===== src/rtl/conv_enc_pkg.sv =====
// Shared definitions for the rate-1/2, K=3 convolutional encoder: default
// generators, constraint length, FSM state encoding and the tap parity helper.
package conv_enc_pkg;

  localparam logic [2:0] CONV_G0 = 3'b111;
  localparam logic [2:0] CONV_G1 = 3'b101;
  localparam int         CONV_K  = 3;

  typedef enum logic [1:0] {
    IDLE  = 2'b00,
    SEND  = 2'b01,
    DRAIN = 2'b10
  } conv_enc_state_t;

  // Parity of the generator-selected taps; taps are {current, s1, s2}.
  function automatic logic conv_parity(input logic [2:0] g, input logic [2:0] taps);
    conv_parity = ^(g & taps);
  endfunction

endpackage


===== src/rtl/conv_enc_core.sv =====
// Encoder trellis core: 2-bit shift state plus generator parity, with a
// registered output symbol. Shared with the decoder's reference model.
module conv_enc_core
  import conv_enc_pkg::*;
#(
  parameter logic [2:0] G0 = CONV_G0,
  parameter logic [2:0] G1 = CONV_G1
) (
  input  logic       clk,
  input  logic       rst,
  input  logic       b,
  input  logic       step,
  input  logic       clr,
  output logic [1:0] sym
);

  logic [CONV_K-2:0] r_st;
  logic [1:0]        r_sym;
  logic [CONV_K-1:0] w_taps;
  logic [1:0]        w_sym;

  assign w_taps = {b, r_st};
  assign w_sym  = {conv_parity(G0, w_taps), conv_parity(G1, w_taps)};

  // Trellis state and symbol register; clear takes priority over a step.
  always_ff @(posedge clk) begin
    if (rst || clr) begin
      r_st  <= {(CONV_K-1){1'b0}};
      r_sym <= 2'b00;
    end else if (step) begin
      r_st  <= {b, r_st[CONV_K-2:1]};
      r_sym <= w_sym;
    end else begin
      r_st  <= r_st;
      r_sym <= r_sym;
    end
  end

  assign sym = r_sym;

endmodule


===== src/rtl/conv_encoder.sv =====
// Frame-level convolutional encoder feeding the Viterbi decoder, one symbol per
// data_ack rising edge. Define CONV_ENC_TAIL_EN to append two zero tail bits.
module conv_encoder
  import conv_enc_pkg::*;
#(
  parameter int         MSG_W = 10,
  parameter logic [2:0] G0    = CONV_G0,
  parameter logic [2:0] G1    = CONV_G1
) (
  input  logic             clk,
  input  logic             rst,
  input  logic [MSG_W-1:0] msg,
  input  logic             msg_valid,
  output logic             msg_ready,
  output logic [1:0]       sym,
  output logic             seq_rdy,
  input  logic             data_ack
);

`ifdef CONV_ENC_TAIL_EN
  localparam int N_SYM = MSG_W + 2;
`else
  localparam int N_SYM = MSG_W;
`endif
  localparam int               CNT_W    = $clog2(MSG_W + 3);
  localparam logic [CNT_W-1:0] LAST_CNT = CNT_W'(N_SYM - 1);

  localparam logic [1:0] ST_IDLE  = IDLE;
  localparam logic [1:0] ST_SEND  = SEND;
  localparam logic [1:0] ST_DRAIN = DRAIN;

  logic [1:0]       r_state;
  logic [1:0]       w_state_nxt;
  logic             r_ack_q;
  logic             r_seq_rdy;
  logic [MSG_W-1:0] r_shift;
  logic [CNT_W-1:0] r_cnt;

  logic w_edge;
  logic w_accept;
  logic w_step;
  logic w_clr;
  logic w_last;

  assign w_edge   = data_ack & ~r_ack_q;
  assign w_accept = msg_valid & (r_state == ST_IDLE);
  assign w_step   = w_edge & (r_state == ST_SEND);
  assign w_last   = (r_cnt == LAST_CNT);
  // The core is cleared on accept and on the end-of-frame ack, so sym is 00 in IDLE.
  assign w_clr    = w_accept | (w_edge & (r_state == ST_DRAIN));

  // Next-state logic for the frame sequencer.
  always_comb begin
    w_state_nxt = r_state;
    case (r_state)
      ST_IDLE: begin
        if (msg_valid) w_state_nxt = ST_SEND;
        else           w_state_nxt = ST_IDLE;
      end
      ST_SEND: begin
        if (w_edge && w_last) w_state_nxt = ST_DRAIN;
        else                  w_state_nxt = ST_SEND;
      end
      ST_DRAIN: begin
        if (w_edge) w_state_nxt = ST_IDLE;
        else        w_state_nxt = ST_DRAIN;
      end
      default: w_state_nxt = ST_IDLE;
    endcase
  end

  // State, ack edge history, message shift register and symbol counter.
  always_ff @(posedge clk) begin
    if (rst) begin
      r_state   <= ST_IDLE;
      r_ack_q   <= 1'b0;
      r_seq_rdy <= 1'b0;
      r_shift   <= {MSG_W{1'b0}};
      r_cnt     <= {CNT_W{1'b0}};
    end else begin
      r_state   <= w_state_nxt;
      r_ack_q   <= data_ack;
      r_seq_rdy <= (w_state_nxt != ST_IDLE);
      if (w_accept) begin
        r_shift <= msg;
        r_cnt   <= {CNT_W{1'b0}};
      end else if (w_step) begin
        // Zero fill makes the tail bits fall out of the shifter for free.
        r_shift <= {r_shift[MSG_W-2:0], 1'b0};
        r_cnt   <= r_cnt + CNT_W'(1);
      end else begin
        r_shift <= r_shift;
        r_cnt   <= r_cnt;
      end
    end
  end

  conv_enc_core #(
    .G0 (G0),
    .G1 (G1)
  ) u_core (
    .clk  (clk),
    .rst  (rst),
    .b    (r_shift[MSG_W-1]),
    .step (w_step),
    .clr  (w_clr),
    .sym  (sym)
  );

  assign msg_ready = (r_state == ST_IDLE);
  assign seq_rdy   = r_seq_rdy;

endmodule


===== config.mk =====
export PLATFORM = sky130hd
export DESIGN_NAME = conv_encoder
export DESIGN_NICKNAME = d
export VERILOG_FILES = /design/src/rtl/conv_enc_pkg.sv /design/src/rtl/conv_enc_core.sv /design/src/rtl/conv_encoder.sv
export SDC_FILE = /design/constraint.sdc
export NUM_CORES = 1
export LEC_CHECK = 0
export ABC_CLOCK_PERIOD_IN_PS = 4200
export BUFFER_PORTS_ARGS = -buffer_cell sky130_fd_sc_hd__buf_2
export CORE_MARGIN = 5
export CORE_UTILIZATION = 57
export DETAILED_ROUTE_END_ITERATION = 7
export GPL_TIMING_DRIVEN = 0
export HOLD_SLACK_MARGIN = 0.03
export PLACE_DENSITY = 0.81
export SYNTH_ARGS = -nofsm -noshare
export SYNTH_HDL_FRONTEND = slang
export SYNTH_SLANG_ARGS = --single-unit

===== constraint.sdc =====
create_clock -name clk -period 4.2 [get_ports clk]
set_input_delay 0.63 -clock clk [delete_from_list [all_inputs] [get_ports clk]]
set_output_delay 0.63 -clock clk [all_outputs]
set_load 0.005 [all_outputs]

Word level (Yosys, flattened, before mapping)

Index checks and enable logic that the tools add are counted.

Flip-flop bits (word level): 22
Input port bits: 14

Equality and inequality tests: 3
Add/sub/neg operators: 1
Multiplexer cells: 6
Reduce and logical (&&, ||, !) cells: 8
Bitwise gates (word level): 6

Operators by type and width:

| operator            | count |
|---|---|
| $mux 10             | 2 |
| $pmux 2 s3          | 1 |
| $reduce_xor 3->1    | 2 |
| $add 4x1->4 const B | 1 |
| $and 1x1->1         | 4 |
| $eq 4x4->1 const B  | 1 |
| $mux 2              | 2 |
| $reduce_bool 2->1   | 2 |
| $eq 2x1->1 const B  | 1 |
| $eq 2x2->1 const B  | 1 |
| $logic_not 2->1     | 1 |
| $reduce_or 2->1     | 1 |
| $logic_and 1x1->1   | 1 |
| $logic_or 1x1->1    | 1 |
| $mux 1              | 1 |
| $not 1->1           | 1 |
| $or 1x1->1          | 1 |

Logic depth before layout (Yosys ltp)

Gate-level depths: netlist (run 1).

Word-level depth: 6
Depth in mapped cells: 6

Modules after synthesis

A second synthesis (run 1) with hierarchy kept.

Cell total of the unflattened synthesis: 112
Area total of the unflattened synthesis: 1003.5 um^2

By module, submodules not included:

| module        | cells an instance | instances | area each (um^2) |
|---|---|---|---|
| conv_encoder  | 95                | 1         | 828.3 |
| conv_enc_core | 17                | 1         | 175.2 |

Worst setup path before layout (run 1)

Ideal clock, no wire load.

Path type: input to register
From: in msg_valid
To: reg r_shift[1]
Setup slack: 2673 ps
Setup time: 137 ps
Buffers on the path: 2
Required time: 4063 ps
Stages: 5
Arrival time: 1390 ps
Cell sequence: or3b_1 -> buf_2 -> buf_6 -> nor2_1 -> a311oi_2

Cells in the longest elaborated chain, start to end: 2
Elaborated cells on any way between the ends: 3

RTL lines:

| element                                             | line               | RTL |
|---|---|---|
| start, declared                                     | conv_encoder.sv:13 | `input logic msg_valid,` |
| $and 1x1->1 *                                       | conv_encoder.sv:46 | `assign w_accept = msg_valid & (r_state == ST_IDLE);` |
| $mux 10 / $reduce_bool 2->1 (equally long branches) | n/a                |  |
| end signal, assigned                                | conv_encoder.sv:85 | `r_shift <= msg;` |
| end signal, assigned                                | conv_encoder.sv:89 | `r_shift <= {r_shift[MSG_W-2:0], 1'b0};` |
| end signal, assigned                                | conv_encoder.sv:92 | `r_shift <= r_shift;` |
| end, declared                                       | conv_encoder.sv:36 | `logic [MSG_W-1:0] r_shift;` |

Mark *: on every way between the ends. The rest lies on a longest branch, timed or not.
A chain may end at the register's enable or synchronous reset.

Final worst setup path (run 1)

From: reg r_state[0]
To: out msg_ready

Cells in the longest elaborated chain, start to end: 1

RTL lines:

| element                | line                | RTL |
|---|---|---|
| start, declared        | conv_encoder.sv:32  | `logic [1:0] r_state;` |
| start signal, assigned | conv_encoder.sv:81  | `r_state <= w_state_nxt;` |
| $logic_not 2->1        | conv_encoder.sv:110 | `assign msg_ready = (r_state == ST_IDLE);` |
| end, declared          | conv_encoder.sv:14  | `output logic msg_ready,` |

No other way between the ends.

==> metrics, run 1 <==
WL/cell=roughly 13 um; Worst Max-Slew Pin Slew=742 ps; met2 usage=0.255; first-pass GRT wire length=approximately 3.3 mm; Final Cycle Share=0.381; synthesized area per cell=a little over 9 sq um; Cell Area, Synth=1010 sq um; Resize count post-CTS=0; Num CTS Buffers=3; All-Layer GR Usage=0.167; Initial Util=0.592; top cell type by total area after synthesis=dfxtp_1; crit-path cells=nor2_1 -> buf_2; Post-layout nets=146; Final Slew Violations=0; height of the die=52.1 um; Design Power=between 400 and 500 uW; Leak=~0.44 nW; layout cell share with drive strength beyond 1=0.240; maximum vdd ir drop=around 0.27 mV; CP Max Fanout=9; met1 usage=0.215; Slew headroom=0.504; Synth warnings=0; gr ovfl total=0; # clock sinks=22; Critical Path Source=r_state[0]; Root Driver=clkbuf_4; # IOs=18; prevailing post-synth register cell=dfxtp_1; EDFF count, synth=0; PortBufs=16; pin count of the biggest net entering global routing=14; CP endpoint kind=primary output; cells after synthesis=approximately 110; number of synthesized register bits=22; Comb power frac=0.130; post-synth top area share=0.436; unrepaired setup endpoints after global routing=false; vias in the first global route=around 780; Via Count=858; Via density=around 5.6; GPL Wtd Cong=approximately 0.75; # diodes=0; synth top area cells=dfxtp_1 (44%), nor3_1 (5.9%), a311oi_2 (5.9%); H-tree levels=1; Final Routed Wirelength=between 1.5 and 2 mm; Setup Buffers After CTS=0; clk_skew=around 14 ps; Final Hold Viols=0; Setup TNS Final=0 ps; status=complete, no violations; sw frac=0.231; clock slew at reported path FFs=roughly 130 ps; die area=approximately 2700 sq um; Required @ worst endpoint=approximately 3600 ps; CTS tree=yes; Crit path largest cell delay=470 ps; CP Class=reg2out; clk buf depth=2; Unique masters post-synth=31; pwr/cell area=roughly 380 nW/um^2; Area Overhead vs Synth=16.2%; most common cell after layout, fill and taps aside=dfxtp_1; Starting DRT DRC Count=18; most frequent cells in the layout=dfxtp_1 (22), buf_2 (18), nor3_1 (12); FMAX=between 0.6 and 0.7 GHz; Max Cap Violations=0; Clk Latency, worst-skew pair=310 ps; Cell Rows=15; drt pass-1 iters=4; initial antenna violation count=0; clock power share=0.360; Die W=~52 um; CP startpoint kind=flip-flop; worst hold path type=reg2reg; Setup WS post-layout=about 2600 ps; P_sw=104 uW; Int Power=roughly 350 uW; Setup Viol. Count Final=0; GR Util met3=0.0201; ANT nets after route=0; grt peak-use layer=met2; DP HPWL=roughly 1.5 mm; sequential share of the synthesized area=0.436; Crit-path slowest cell=dfxtp_1; Post-CTS Hold Buffers=0; post-placement worst setup slack=2420 ps; Async SR Flop Fraction=0; Final min period=~1600 ps; critical hold path startpoint=r_shift[0]; part of the power in registers=0.510; critical path data arrival time=roughly 970 ps; Core Area=1710 sq um; Synthesized Nets=about 130; DRC=0; FF-to-FF Start=r_state[1]
-- metal layers --
metal	up-vias	wire, um	part of all wire
li1	433	-	-
met1	396	890	0.46
met2	24	902	0.46
met3	5	102	0.052
met4	0	51	0.026
met5	-	0	0
-- path summary, 6_finish.rpt --
kind                 to  slack (ps)  cells after the start
max           msg_ready        2600                      2
min          r_shift[0]         480                      2
max reg2reg  r_shift[7]        2780                      6
min reg2reg  r_shift[0]         480                      2
-- synthesized netlist by cell type, types with 2 or more instances --
cell type  instances
nand2b_1           3
clkbuf_1           2
buf_2              2
ha_1               2
nand3_1            3
a21oi_1            7
a311oi_2           4
a2111oi_1          2
or3_1              2
nor3_1            12
mux2i_1            2
xnor2_1            2
nand2_1            9
o22ai_1            5
inv_1              2
dfxtp_1           22
nor2_1             9
o21ai_0            2
nor2b_1            2
buf_6              3
nand3b_1           2
-- final cells by class --
| type | count | area [sq um] |
|---|---|---|
| fillers | 154 | 533 |
| flip-flops and latches | 22 | 440 |
| multi-input cells | 77 | 504 |
| repair buffers | 16 | 80.1 |
| plain buffers | 8 | 58.8 |
| clock buffers | 3 | 22.5 |
| well taps | 25 | 31.3 |
| inverters | 2 | 7.51 |
| clock inverters | 1 | 30.0 |
-- state kept, by name, summed over array words and instances, names as in the netlist --
register	flops
seq_rdy	1
r_cnt	4
r_shift	10
r_state	2
r_ack_q	1
u_core.r_st	2
u_core.sym	2
-- power groups by stage --
stage	clock, mW	sequential, mW	combinational (mW)
2_1_floorplan	0	0.232	0.0424
3_3_place_gp	0	0.233	0.0564
3_5_place_dp	0	0.234	0.0584
4_1_cts	0.166	0.229	0.0588
5_1_grt	0.176	0.231	0.0648
6_report	0.162	0.229	0.0583
-- critical path, delay by kind of cell, from the launching register on --
family | cells | cell delay (ps)
flops | 1 | 470
buf+inv | 1 | 120
simple gates | 1 | 60
-- through the flow --
stage                     utilization  cell area (sq um)  hold WS [ps]  cells
after floorplan                     -               1010           448    109
after global placement          0.657               1120           464    150
after detailed placement        0.657               1120           468    150
after CTS                       0.688               1170           486    154
after global routing            0.688               1170           521    154
final                           0.688               1170           482    154
-- kinds of logic (layout without fill, tap and decap cells) --
kind of cell | after synthesis | in the layout | synth area share
AO/OA/AOI/OAI | 23 | 23 | 0.179
XOR/XNOR | 3 | 3 | 0.0260
adder cells (fa/ha/maj) | 2 | 2 | 0.0247
buffers and inverters | 10 | 30 | 0.0656
flip-flops | 22 | 22 | 0.436
multiplexers | 2 | 2 | 0.0198
AND/OR/NAND/NOR | 47 | 47 | 0.249
No activity file was read; power rests on OpenSTA's default activity.
==> run 2: changes to the inputs <==
--- a/config.mk
+++ b/config.mk
@@ -5,14 +5,15 @@
 export SDC_FILE = /design/constraint.sdc
 export NUM_CORES = 1
 export LEC_CHECK = 0
-export ABC_CLOCK_PERIOD_IN_PS = 4200
+export ABC_AREA = 1
+export ABC_CLOCK_PERIOD_IN_PS = 1400
 export BUFFER_PORTS_ARGS = -buffer_cell sky130_fd_sc_hd__buf_2
 export CORE_MARGIN = 5
-export CORE_UTILIZATION = 57
+export CORE_UTILIZATION = 49
 export DETAILED_ROUTE_END_ITERATION = 7
 export GPL_TIMING_DRIVEN = 0
 export HOLD_SLACK_MARGIN = 0.03
-export PLACE_DENSITY = 0.81
+export PLACE_DENSITY = 0.74
 export SYNTH_ARGS = -nofsm -noshare
 export SYNTH_HDL_FRONTEND = slang
 export SYNTH_SLANG_ARGS = --single-unit
==> constraint.sdc (replaced) <==
create_clock -name clk -period 1.4 [get_ports clk]
set_input_delay 0.21 -clock clk [delete_from_list [all_inputs] [get_ports clk]]
set_output_delay 0.21 -clock clk [all_outputs]
set_load 0.005 [all_outputs]
==> run 2 against run 1 <==
  * First-iteration DRC count is 50% lower
  * Core utilization fell by 11 points
  * Cell count grew 29%
  * Register-to-register slack got worse by 2600 ps
  * Via count is 16% higher
  * Critical path depth unchanged
==> metrics, run 2 <==
Root Driver=clkbuf_4; top cell type by total area after synthesis=dfxtp_1; top flop regs=r_shift (10), r_cnt (4); cells after synthesis=150 (+38%); Setup TNS Final=0 ps (unchanged); DRC=0 (unchanged); PortBufs=16 (unchanged); critical path data arrival time=1080 ps (+110 ps); # diodes=0 (unchanged); initial antenna violation count=0 (unchanged); ANT nets after route=0 (unchanged); Cell Area, Synth=1100 sq um (+8.9%); EDFF count, synth=0 (unchanged); die area=3300 sq um (+21%); # clock sinks=22 (unchanged); Setup Buffers After CTS=0 (unchanged); maximum vdd ir drop=0.690 mV (+150%); Final Cycle Share=0.923; # IOs=18 (unchanged); Via Count=991 (+16%); synth top area cells=dfxtp_1 (40%), nand2_1 (11%), nor2_1 (8.9%); unrepaired setup endpoints after global routing=false; status=complete, no violations; Die W=57.4 um (+10%); Core Area=2170 sq um (+27%); synthesized area per cell=7.34 sq um (-21%); CP Class=reg2out; Final Hold Viols=0 (unchanged); Initial Util=0.507 (-0.0844); first-pass GRT wire length=3.68 mm (+11%); worst hold path type=in2reg; pin count of the biggest net entering global routing=13 (-1); Hold Path Depth=3 (+1); Async SR Flop Fraction=0 (unchanged); Synth warnings=0 (unchanged); vias in the first global route=933 (+20%); layout cell share with drive strength beyond 1=0.253 (+0.0126); FF-to-FF path depth=6 (unchanged); Via density=5.01 (-10%); number of synthesized register bits=22 (unchanged); Biggest register=r_shift; Area Overhead vs Synth=13.7%; Required @ worst endpoint=1190 ps (-2380 ps); CP endpoint kind=primary output; height of the die=57.4 um (+10%); hold slack=146 ps (-336 ps); Num CTS Buffers=3 (unchanged); Resize count post-CTS=0 (unchanged); Final min period=between 1000 and 1500 ps; DP HPWL=1.70 mm (+16%); Max Cap Violations=0 (unchanged); sequential share of the synthesized area=0.400 (-0.0356); Post-layout nets=187 (+28%); Starting DRT DRC Count=9 (-9); most numerous cell in the Yosys netlist=nand2_1; CP Max Fanout=7 (-2); most frequent cells in the layout=nand2_1 (32), nor2_1 (26), dfxtp_1 (22); Design Power=1.22 mW (+170%); Post-CTS Hold Buffers=0 (unchanged); clk_skew=8.22 ps (-5.72 ps); max FFs per register=10 (unchanged); post-synth top area share=0.400 (-0.0356); prevailing post-synth register cell=dfxtp_1; Worst Max-Slew Pin Slew=451 ps (-290 ps); drt pass-1 iters=4 (unchanged); clock slew at reported path FFs=120 ps (about the same); Final Routed Wirelength=2.11 mm (+8.3%); Leak=0.577 nW (+31%); synth cell count leaders=nand2_1 (32), nor2_1 (26), dfxtp_1 (22); CP startpoint kind=flip-flop; Synthesized Nets=166 (+33%); H-tree levels=1 (unchanged); GPL Wtd Cong=0.759 (+1.7%); Clk Latency, worst-skew pair=300 ps (about the same); Cell Rows=17 (+2); CTS tree=yes; Setup Viol. Count Final=0 (unchanged); pwr/cell area=970 nW/um^2 (+150%); All-Layer GR Usage=0.138 (-0.0291); Final Slew Violations=0 (unchanged); WL/cell=10.6 um (-16%); most common cell after layout, fill and taps aside=nand2_1; clk buf depth=2 (unchanged); FMAX=approximately 0.77 GHz; Fillers=231 (+50%); Unique masters post-synth=22 (-29%); Slew headroom=0.699 (+0.195); gr ovfl total=0 (unchanged)
==> run 2: worst max-delay path, stage by stage, from the launching register on <==
cell	delay [ps]
dfxtp_1	390
nor2_4	230
buf_2	160
==> run 2: cells by family after synthesis <==
| kind of cell | Yosys count | synth area share |
|---|---|---|
| AO/OA/AOI/OAI | 20 | 0.103 |
| XOR/XNOR | 1 | 0.00796 |
| adder cells (fa/ha/maj) | 2 | 0.0227 |
| buffers and inverters | 22 | 0.0989 |
| flip-flops | 22 | 0.400 |
| AND/OR/NAND/NOR | 83 | 0.367 |
==> run 2: stage by stage <==
stage	util	setup slack (ps)	cells	cell area [sq um]
finish	0.577	108	198	1250
global route	0.577	60.2	198	1250
CTS	0.577	102	198	1250
detailed placement	0.561	175	194	1220
global placement	0.561	241	194	1220
floorplan	-	310	150	1100
==> run 2: layout make-up <==
cell class / instances / area (sq um) / area share
multi-input cells: 106 / 552 / 0.441
plain buffers: 4 / 41.3 / 0.0330
inverters: 18 / 67.6 / 0.0539
clock buffers: 4 / 36.3 / 0.0290
repair buffers: 16 / 80.1 / 0.0639
flip-flops and latches: 22 / 440 / 0.352
well taps: 28 / 35.0 / 0.0280
==> run 2: power by group <==
group / internal, mW / total (mW) / switching (mW)
registers: 0.659 / 0.679 / 0.0202
logic: 0.0793 / 0.198 / 0.118
clock network: 0.159 / 0.338 / 0.179
==> run 2: worst paths after layout <==
kind / start / to / slack [ps]
max: r_state[1] / msg_ready / 110
min reg2reg: r_shift[0] / r_shift[0] / 490
min: data_ack / r_ack_q / 150
max reg2reg: r_state[0] / r_shift[2] / 160
==> run 2: metal layers <==
layer  up-vias  wire length, um  GRT usage
li1        512                -          -
met1       455              908      0.146
met2        17             1070      0.265
met3         7               91     0.0271
met4         0               42     0.0497
met5         -                0          0
